<file path="src/rtl/cgra_cfg_pkg.sv">
// Shared definitions for the CGRA configuration-chain loader: PE field widths,
// array size, FSM state encoding and the word-count helper.
package cgra_cfg_pkg;

  localparam int FUNC_CFG_W   = 4;
  localparam int MUX_A_W      = 3;
  localparam int MUX_B_W      = 3;
  localparam int MUX_BYPASS_W = 3;
  localparam int MUX_OUT_W    = 1;
  localparam int CONST_W      = 32;
  localparam int PE_CFG_BITS  = FUNC_CFG_W + MUX_A_W + MUX_B_W + MUX_BYPASS_W
                              + MUX_OUT_W + CONST_W;
  localparam int NUM_PE       = 12;
  localparam int WORD_W       = 32;
  localparam int WBITS_W      = $clog2(WORD_W + 1);

  typedef enum logic [1:0] {
    ST_IDLE  = 2'd0,
    ST_CLEAR = 2'd1,
    ST_LOAD  = 2'd2,
    ST_DONE  = 2'd3
  } cfg_state_e;

  // Number of 32-bit host words needed to cover a chain of the given length.
  function automatic int WORDS_NEEDED(input int chain_bits);
    return (chain_bits + WORD_W - 1) / WORD_W;
  endfunction

endpackage

</file>
<file path="src/rtl/cfg_word_serializer.sv">
// One-word buffer that accepts 32-bit config words and shifts them out LSB-first.
// Refills on the same edge that drains the last bit so a held-valid host sees no bubble.
module cfg_word_serializer
  import cgra_cfg_pkg::*;
(
  input  logic              clk,
  input  logic              rst_n,
  input  logic              flush,
  input  logic              active,
  input  logic              can_accept,
  input  logic [WORD_W-1:0] word_in,
  input  logic              word_valid,
  output logic              word_ready,
  output logic              accept,
  output logic              shift_en,
  output logic              config_out
);

  logic [WORD_W-1:0]  sreg;
  logic [WBITS_W-1:0] wbits;

  assign shift_en   = active && (wbits != '0);
  assign word_ready = active && can_accept &&
                      ((wbits == '0) || ((wbits == WBITS_W'(1)) && shift_en));
  assign accept     = word_valid && word_ready;
  assign config_out = sreg[0];

  always_ff @(posedge clk or negedge rst_n) begin
    if (!rst_n) begin
      sreg  <= '0;
      wbits <= '0;
    end else if (flush) begin
      sreg  <= '0;
      wbits <= '0;
    end else if (accept) begin
      sreg  <= word_in;
      wbits <= WBITS_W'(WORD_W);
    end else if (shift_en) begin
      sreg  <= sreg >> 1;
      wbits <= wbits - 1'b1;
    end
  end

endmodule

</file>
<file path="src/rtl/cgra_config_loader.sv">
// Sequencer for the PE-array serial configuration chain: clears the chain, shifts
// exactly CHAIN_BITS bits from host words, then pulses done.
module cgra_config_loader
  import cgra_cfg_pkg::*;
#(
  parameter int CHAIN_BITS   = PE_CFG_BITS * NUM_PE,
  parameter int CLEAR_CYCLES = 2
) (
  input  logic                            Config_Clock,
  input  logic                            Config_Reset,
  input  logic                            start,
  input  logic                            abort,
  input  logic [WORD_W-1:0]               word_in,
  input  logic                            word_valid,
  output logic                            word_ready,
  output logic                            ConfigOut,
  output logic                            cfg_shift_en,
  output logic                            cfg_chain_reset,
  output logic                            busy,
  output logic                            done,
  output logic [$clog2(CHAIN_BITS+1)-1:0] bit_count
);

  localparam int BCW   = $clog2(CHAIN_BITS + 1);
  localparam int WORDS = WORDS_NEEDED(CHAIN_BITS);
  localparam int WAW   = $clog2(WORDS + 1);
  localparam int CCW   = (CLEAR_CYCLES > 1) ? $clog2(CLEAR_CYCLES) : 1;

  cfg_state_e     state, state_nxt;
  logic [CCW-1:0] clr_cnt;
  logic [WAW-1:0] words_accepted;
  logic           load_active;
  logic           can_accept;
  logic           accept;
  logic           last_shift;
  logic           flush;
  logic           clr_last;
  logic           begin_load;

  assign load_active = (state == ST_LOAD);
  assign can_accept  = (words_accepted < WAW'(WORDS));
  assign clr_last    = (clr_cnt == CCW'(CLEAR_CYCLES - 1));
  assign last_shift  = cfg_shift_en && (bit_count == BCW'(CHAIN_BITS - 1));
  // Bits left in the final word past the chain end are dropped here.
  assign flush       = abort || last_shift;
  assign begin_load  = (state == ST_IDLE) && start && !abort;

  cfg_word_serializer u_ser (
    .clk        (Config_Clock),
    .rst_n      (Config_Reset),
    .flush      (flush),
    .active     (load_active),
    .can_accept (can_accept),
    .word_in    (word_in),
    .word_valid (word_valid),
    .word_ready (word_ready),
    .accept     (accept),
    .shift_en   (cfg_shift_en),
    .config_out (ConfigOut)
  );

  always_ff @(posedge Config_Clock or negedge Config_Reset) begin
    if (!Config_Reset) begin
      state <= ST_IDLE;
    end else begin
      state <= state_nxt;
    end
  end

  always_comb begin
    state_nxt       = state;
    busy            = 1'b0;
    done            = 1'b0;
    cfg_chain_reset = 1'b0;
    unique case (state)
      ST_IDLE: begin
        if (start) state_nxt = ST_CLEAR;
      end
      ST_CLEAR: begin
        busy            = 1'b1;
        cfg_chain_reset = 1'b1;
        if (clr_last) state_nxt = ST_LOAD;
      end
      ST_LOAD: begin
        busy = 1'b1;
        if (last_shift) state_nxt = ST_DONE;
      end
      ST_DONE: begin
        done      = 1'b1;
        state_nxt = ST_IDLE;
      end
      default: state_nxt = ST_IDLE;
    endcase
    if (abort) state_nxt = ST_IDLE;
  end

  // Counters clear only when a load actually begins so bit_count holds after DONE.
  always_ff @(posedge Config_Clock or negedge Config_Reset) begin
    if (!Config_Reset) begin
      clr_cnt        <= '0;
      words_accepted <= '0;
      bit_count      <= '0;
    end else if (begin_load) begin
      clr_cnt        <= '0;
      words_accepted <= '0;
      bit_count      <= '0;
    end else begin
      if (state == ST_CLEAR) clr_cnt <= clr_cnt + 1'b1;
      if (accept)            words_accepted <= words_accepted + 1'b1;
      if (cfg_shift_en)      bit_count <= bit_count + 1'b1;
    end
  end

endmodule

</file>
<file path="config.mk">
export PLATFORM = sky130hd
export DESIGN_NAME = cgra_config_loader
export DESIGN_NICKNAME = d
export VERILOG_FILES = /design/src/rtl/cgra_cfg_pkg.sv /design/src/rtl/cfg_word_serializer.sv /design/src/rtl/cgra_config_loader.sv
export SDC_FILE = /design/constraint.sdc
export NUM_CORES = 1
export LEC_CHECK = 0
export ABC_AREA = 1
export BUFFER_PORTS_ARGS = -buffer_cell sky130_fd_sc_hd__buf_2
export CORE_MARGIN = 10
export CORE_UTILIZATION = 57
export CTS_CLUSTER_SIZE = 40
export DETAILED_ROUTE_END_ITERATION = 6
export PLACE_DENSITY = 0.85
export SLEW_MARGIN = 20
export SYNTH_ARGS = -nofsm -noshare
export SYNTH_HDL_FRONTEND = slang
export SYNTH_SLANG_ARGS = --single-unit
</file>
<file path="constraint.sdc">
create_clock -name Config_Clock -period 2.5 [get_ports Config_Clock]
set_clock_uncertainty 0.2 [all_clocks]
set_input_delay 0.375 -clock Config_Clock [delete_from_list [all_inputs] [get_ports Config_Clock]]
set_output_delay 0.375 -clock Config_Clock [all_outputs]
set_load 0.02 [all_outputs]
</file>
==> metrics.csv, run 1 <==
stage,metric,value,unit
run_status,status,"finished, final reports clean",
layout,area_growth,11.76,%
floorplanning,die_h,96.30,um
critical_path,worstPathRequired,1.92,ns
layout,fillers,480,
floorplanning,dieWidth,96.30,um
clock_network,cts_buffers,5,
timing,worst_pin_slew,0.5877,ns
timing,slew_headroom,60.77,%
logic_synthesis,yosys_register_bits,56,
timing,finalSetupViolCount,0,
power_and_ir_drop,switching_share,42.06,%
drt,totalWireLength,8112,um
layout,finalNetCount,534,
drt,routedWlPerCell,14.46,um
drt,vias_per_cell,5.702,
logic_synthesis,synth_top_area_share,42.23,%
logic_synthesis,ys_seq_area_share,42.23,%
logic_synthesis,syn_area_per_cell,7.457,um2
drt,drc,0,
grt,grt_pass1_wl,13720,um
power_and_ir_drop,p_switching,1.137,mW
critical_path,worst-endpoint-arrival,1.78,ns
layout,mostFrequentLayoutCells,"nand2_1, nand3_1, dfrtp_1",
layout,stdcell_area,0.003709,mm2
logic_synthesis,synth_area,0.003318,mm2
drt,antenna_left,0,
job,cap_violations,0,
drt,drt-met1-wl,3319,um
grt,antenna_found_initial,0,
timing,max_clock_freq,0.4243,GHz
layout,multiInputGateArea,0.001627,mm2
clock_network,clk_latency,0.31,ns
place,io_buffers,52,
timing,timing.hold.ws,0.1212,ns
floorplanning,die-area,0.009273,mm2
place,pre_cts_slack,0.3117,ns
timing,fin_ws,0.1430,ns
power_and_ir_drop,p_comb_share,40.3,%
drt,routed-wl-met3,509,um
power_and_ir_drop,p_int,1.566,mW
floorplanning,std_cell_rows,27,
grt,grt_usage,18.13,%
logic_synthesis,syn_inst,445,
clock_network,htreeDepth,2,
min_path,hp-class,input port to register,
layout,ff_latch_area,0.001401,mm2
floorplanning,initial_utilization,59.53,%
timing,min_period,2.357,ns
drt,num_vias,3199,
clock_network,root_buffer,clkbuf_8,
layout,final_core_util,66.53,%
timing,hold_viol_final,0,
place,dp_cells,553,
timing,period_share,94.28,%
floorplanning,placeableCoreArea,0.005574,mm2
logic_synthesis,yosys.area.top_type,dfrtp_1,
clock_network,clock_sinks,56,
drt,wl_met2,4140,um
drt,firstDrtPassIters,7,
layout,num_antenna_cells,0,
logic_synthesis,synth.area.top_cells,"dfrtp_1, nand2_1, nand3_1, nand4_1, inv_1",
grt,grt_overflow,0,
logic_synthesis,syn_nets,490,
place,place_area,0.003596,mm2
logic_synthesis,ys.warnings.count,0,
floorplanning,ios,53,
place,dpl.hpwl,5665,um
drt,drtIter0Drc,283,
logic_synthesis,ys_types,23,
clock_network,cts_buffer_depth,2,
power_and_ir_drop,vdd_drop_max,440.0,uV
clock_network,clkTransAtPathRegs,0.10,ns
critical_path,cp-start-kind,register,
power_and_ir_drop,clock_power_share,20.1,%
drt,dr.max_layer_used,met4,
layout,drive_gt1_share,16.97,%
layout,instances_no_fill,561,
power_and_ir_drop,seq_power_share,39.6,%
critical_path,worstPathMaxFanout,13,
timing,drv_slew,0,
power_and_ir_drop,p_per_area,729.1,mW/mm2
power_and_ir_drop,p_leak,2.081,nW
clock_network,tritoncts,done,
layout,layout_commonest_cell,nand2_1,
grt,first_global_vias,3058,
critical_path,worstSetupPathType,register to primary output,
critical_path,cp-end-kind,primary output,
grt,grt_max_degree,42,
place,gp_congestion,0.8576,
==> area by class of cell <==
class	instances	share of cell area [%]
multi-input cells	329	43.86
flip-flops and latches	56	37.79
repair buffers	65	10.05
inverters	32	3.273
clock buffers	7	2.598
well taps	72	2.429
==> power by group through the flow <==
stage	combinational, mW	clock [mW]	sequential, mW
after detailed placement	1.05	0	1.09
final	1.09	0.544	1.07
after global routing	1.22	0.579	1.08
after CTS	1.07	0.541	1.07
after global placement	1.02	0	1.08
after floorplan	0.805	0	1.09
==> worst max-delay path, stage by stage (launching register included) <==
cell	delay (ns)
dfrtp_1	0.43
inv_1	0.11
ha_1	0.21
nand3_1	0.17
nand2_4	0.18
clkinv_2	0.17
buf_2	0.20
==> sequential cells by signal, indices dropped and copies added (netlist names) <==
| register | cells |
|---|---|
| bit_count | 10 |
| clr_cnt | 1 |
| u_ser.sreg | 32 |
| u_ser.wbits | 6 |
| state | 2 |
| words_accepted | 5 |
==> final timing paths <==
| check | startpoint | endpoint | slack [ns] | cells after the start |
|---|---|---|---|---|
| setup / recovery | u_ser.wbits[0] | cfg_shift_en | 0.14 | 6 |
| min in group asynchronous | Config_Reset | bit_count[5] | 0.36 | 2 |
| hold / removal | word_in[31] | u_ser.sreg[31] | 0.12 | 3 |
| setup reg to reg | u_ser.wbits[0] | u_ser.sreg[24] | 0.35 | 9 |
| hold reg to reg | u_ser.sreg[29] | u_ser.sreg[29] | 0.32 | 2 |
| max in group asynchronous | Config_Reset | u_ser.sreg[23] | 1.10 | 3 |
==> cell usage after synthesis <==
library cell	number
nand2_1	129
nand3_1	85
dfrtp_1	56
nand4_1	42
inv_1	30
nor2_1	23
buf_2	14
o21ai_0	10
ha_1	8
nor3_1	7
buf_6	6
clkbuf_1	6
o21ai_1	5
xor2_1	5
a21oi_1	4
nand2_2	3
nor2_4	3
or2_2	3
buf_4	2
clkinv_1	1
inv_2	1
nand3_2	1
o21bai_1	1
==> metrics by stage <==
stage	TNS (ns)	power (mW)
detailed placement	0	2.138
global placement	0	2.100
CTS	0	2.682
floorplan	0	1.890
global route	-0.001164	2.878
finish	0	2.704
==> kinds of logic (layout without fill, tap and decap cells) <==
| logic type | after synthesis | in the layout | share of synthesized area (%) |
|---|---|---|---|
| adders and majority gates | 8 | 8 | 3.017 |
| buffers and inverters | 60 | 104 | 8.899 |
| and+or+nand+nor | 296 | 296 | 41.44 |
| DFF | 56 | 56 | 42.23 |
| xor gates and xnor gates | 5 | 5 | 1.320 |
| AOI/OAI and AO/OA | 20 | 20 | 3.092 |
==> per-layer routing <==
layer	up-vias	track usage (%)
met1	1499	22.10
li1	1575	-
met2	112	31.56
met4	0	5.811
met5	-	0
met3	13	3.424
==> repair_timing <==
| item | 4_1_cts | 5_1_grt |
|---|---|---|
| resized for setup | 1 | 1 |
| hold endpoints to repair | 21 | 0 |
| setup endpoints to repair | 1 | 1 |
| setup buffers | 0 | 0 |
| hold buffers | 1 | 0 |
(Power assumes the default switching activity.)
==> run 2: changes to the inputs <==
--- a/config.mk
+++ b/config.mk
@@ -11,7 +11,7 @@
 export CORE_UTILIZATION = 57
 export CTS_CLUSTER_SIZE = 40
 export DETAILED_ROUTE_END_ITERATION = 6
-export PLACE_DENSITY = 0.85
+export PLACE_DENSITY = 0.8
 export SLEW_MARGIN = 20
 export SYNTH_ARGS = -nofsm -noshare
 export SYNTH_HDL_FRONTEND = slang
==> metrics.csv, run 2 (synthesized netlist as in run 1, its figures left out) <==
stage,metric,value,unit
drt,num_vias,3174,
grt,grt_overflow,0,
drt,totalWireLength,7879,um
clock_network,htreeDepth,2,
layout,area_growth,11.31,%
power_and_ir_drop,p_leak,2.072,nW
timing,rsz0062_at_grt,false,
drt,routedWlPerCell,14.09,um
timing,drv_slew,0,
timing,min_period,2.346,ns
clock_network,root_buffer,clkbuf_8,
layout,multiInputGateArea,0.001627,mm2
layout,largest_reg_flops,32,
floorplanning,ios,53,
job,cap_violations,0,
critical_path,r2r_setup_slack,0.34,ns
critical_path,worstPathMaxFanout,13,
floorplanning,die-area,0.009273,mm2
grt,first_global_vias,2961,
critical_path,worst-endpoint-arrival,1.77,ns
clock_network,cts_buffers,5,
layout,mostFrequentLayoutCells,"nand2_1, nand3_1, dfrtp_1",
floorplanning,dieWidth,96.30,um
timing,fin_ws,0.1542,ns
grt,grt_usage,17.45,%
floorplanning,std_cell_rows,27,
layout,finalNetCount,532,
power_and_ir_drop,vdd_drop_max,401.5,uV
critical_path,cp-start-kind,register,
drt,antenna_left,0,
clock_network,tritoncts,done,
floorplanning,initial_utilization,59.53,%
drt,drtIter0Drc,187,
grt,grt_pass1_wl,13390,um
timing,worst_pin_slew,0.5848,ns
drt,vias_per_cell,5.678,
floorplanning,placeableCoreArea,0.005574,mm2
timing,slew_headroom,60.96,%
clock_network,cts_buffer_depth,2,
critical_path,cp-end-kind,primary output,
drt,firstDrtPassIters,4,
clock_network,clock_sinks,56,
place,dpl.hpwl,5447,um
layout,fillers,498,
layout,top_regs,"u_ser.sreg (32), bit_count (10), u_ser.wbits (6)",
place,pre_cts_slack,0.2947,ns
place,gp_congestion,0.8909,
grt,antenna_found_initial,0,
power_and_ir_drop,p_per_area,720.3,mW/mm2
timing,setup_tns,0,ns
min_path,hp-class,input port to register,
timing,period_share,93.83,%
layout,num_antenna_cells,0,
place,dp_cells,551,
place,io_buffers,52,
critical_path,worstPathRequired,1.92,ns
grt,grt_max_degree,68,
timing,hold_viol_final,0,
layout,layout_commonest_cell,nand2_1,
layout,instances_no_fill,559,
timing,max_clock_freq,0.4263,GHz
layout,regMostFlops,u_ser.sreg,
critical_path,worstSetupPathType,register to primary output,
layout,ff_latch_area,0.001401,mm2
timing,finalSetupViolCount,0,
place,place_area,0.003581,mm2
floorplanning,die_h,96.30,um
clock_network,clkTransAtPathRegs,0.10,ns
drt,drc,0,
layout,drive_gt1_share,16.63,%
run_status,status,"finished, final reports clean",
clock_network,clk_latency,0.30,ns
clock_network,cts_setup_buffers,0,
layout,stdcell_area,0.003694,mm2
## run 2: cell count changes in the layout (fill, tap and decap cells not counted), sizes merged
cell	previous run	this run
buf	64	62
## run 2: stage by stage
step                      utilization [%]  hold slack [ns]  total power, mW
after detailed placement            64.24           0.1860            2.137
after global placement              64.24           0.1860            2.110
after floorplan                         -          -0.1206            1.890
final                               66.26           0.1290            2.661
after CTS                           66.17           0.1235            2.661
after global routing                66.26           0.1309            2.868
## run 2: final cells by class
class,instances,area share (%)
clock buffers,7,2.608
repair buffers,63,9.688
flip-flops and latches,56,37.94
multi-input cells,329,44.04
inverters,32,3.286
well taps,72,2.439
## run 2: critical path: stages, from the launching register on
cell and delay, ns:
dfrtp_1 0.42, inv_1 0.12, ha_1 0.23, nand3_1 0.17
nand2_4 0.17, clkinv_2 0.17, buf_2 0.20
## run 2: worst paths after layout
| kind | startpoint | endpoint | depth (start not counted) |
|---|---|---|---|
| hold / removal | word_in[31] | u_ser.sreg[31] | 3 |
| max in group asynchronous | Config_Reset | u_ser.sreg[21] | 3 |
| min in group asynchronous | Config_Reset | u_ser.sreg[1] | 2 |
| setup reg to reg | u_ser.wbits[0] | u_ser.sreg[20] | 9 |
| hold reg to reg | u_ser.sreg[31] | u_ser.sreg[31] | 2 |
| setup / recovery | u_ser.wbits[0] | cfg_shift_en | 6 |
## run 2: per-layer routing
layer  share of wire [%]  GRT usage [%]  vias to the layer above
met2                  48          28.98                      111
met3                 7.5          3.969                        8
li1                    -              -                     1570
met1                  43          22.44                     1485
met5                   0              0                        -
met4                 1.4          4.479                        0
## run 2: report_power, final
part	switching [mW]	internal, mW
Combinational	0.750	0.326
Sequential	0.0765	0.989
Clock	0.271	0.247
Total	1.10	1.56
## run 2: repair_timing
action,CTS,global route
setup endpoints to repair,1,1
hold buffers,1,0
gates resized for setup,1,1
endpoints found under the hold margin,23,0
cloned,0,0
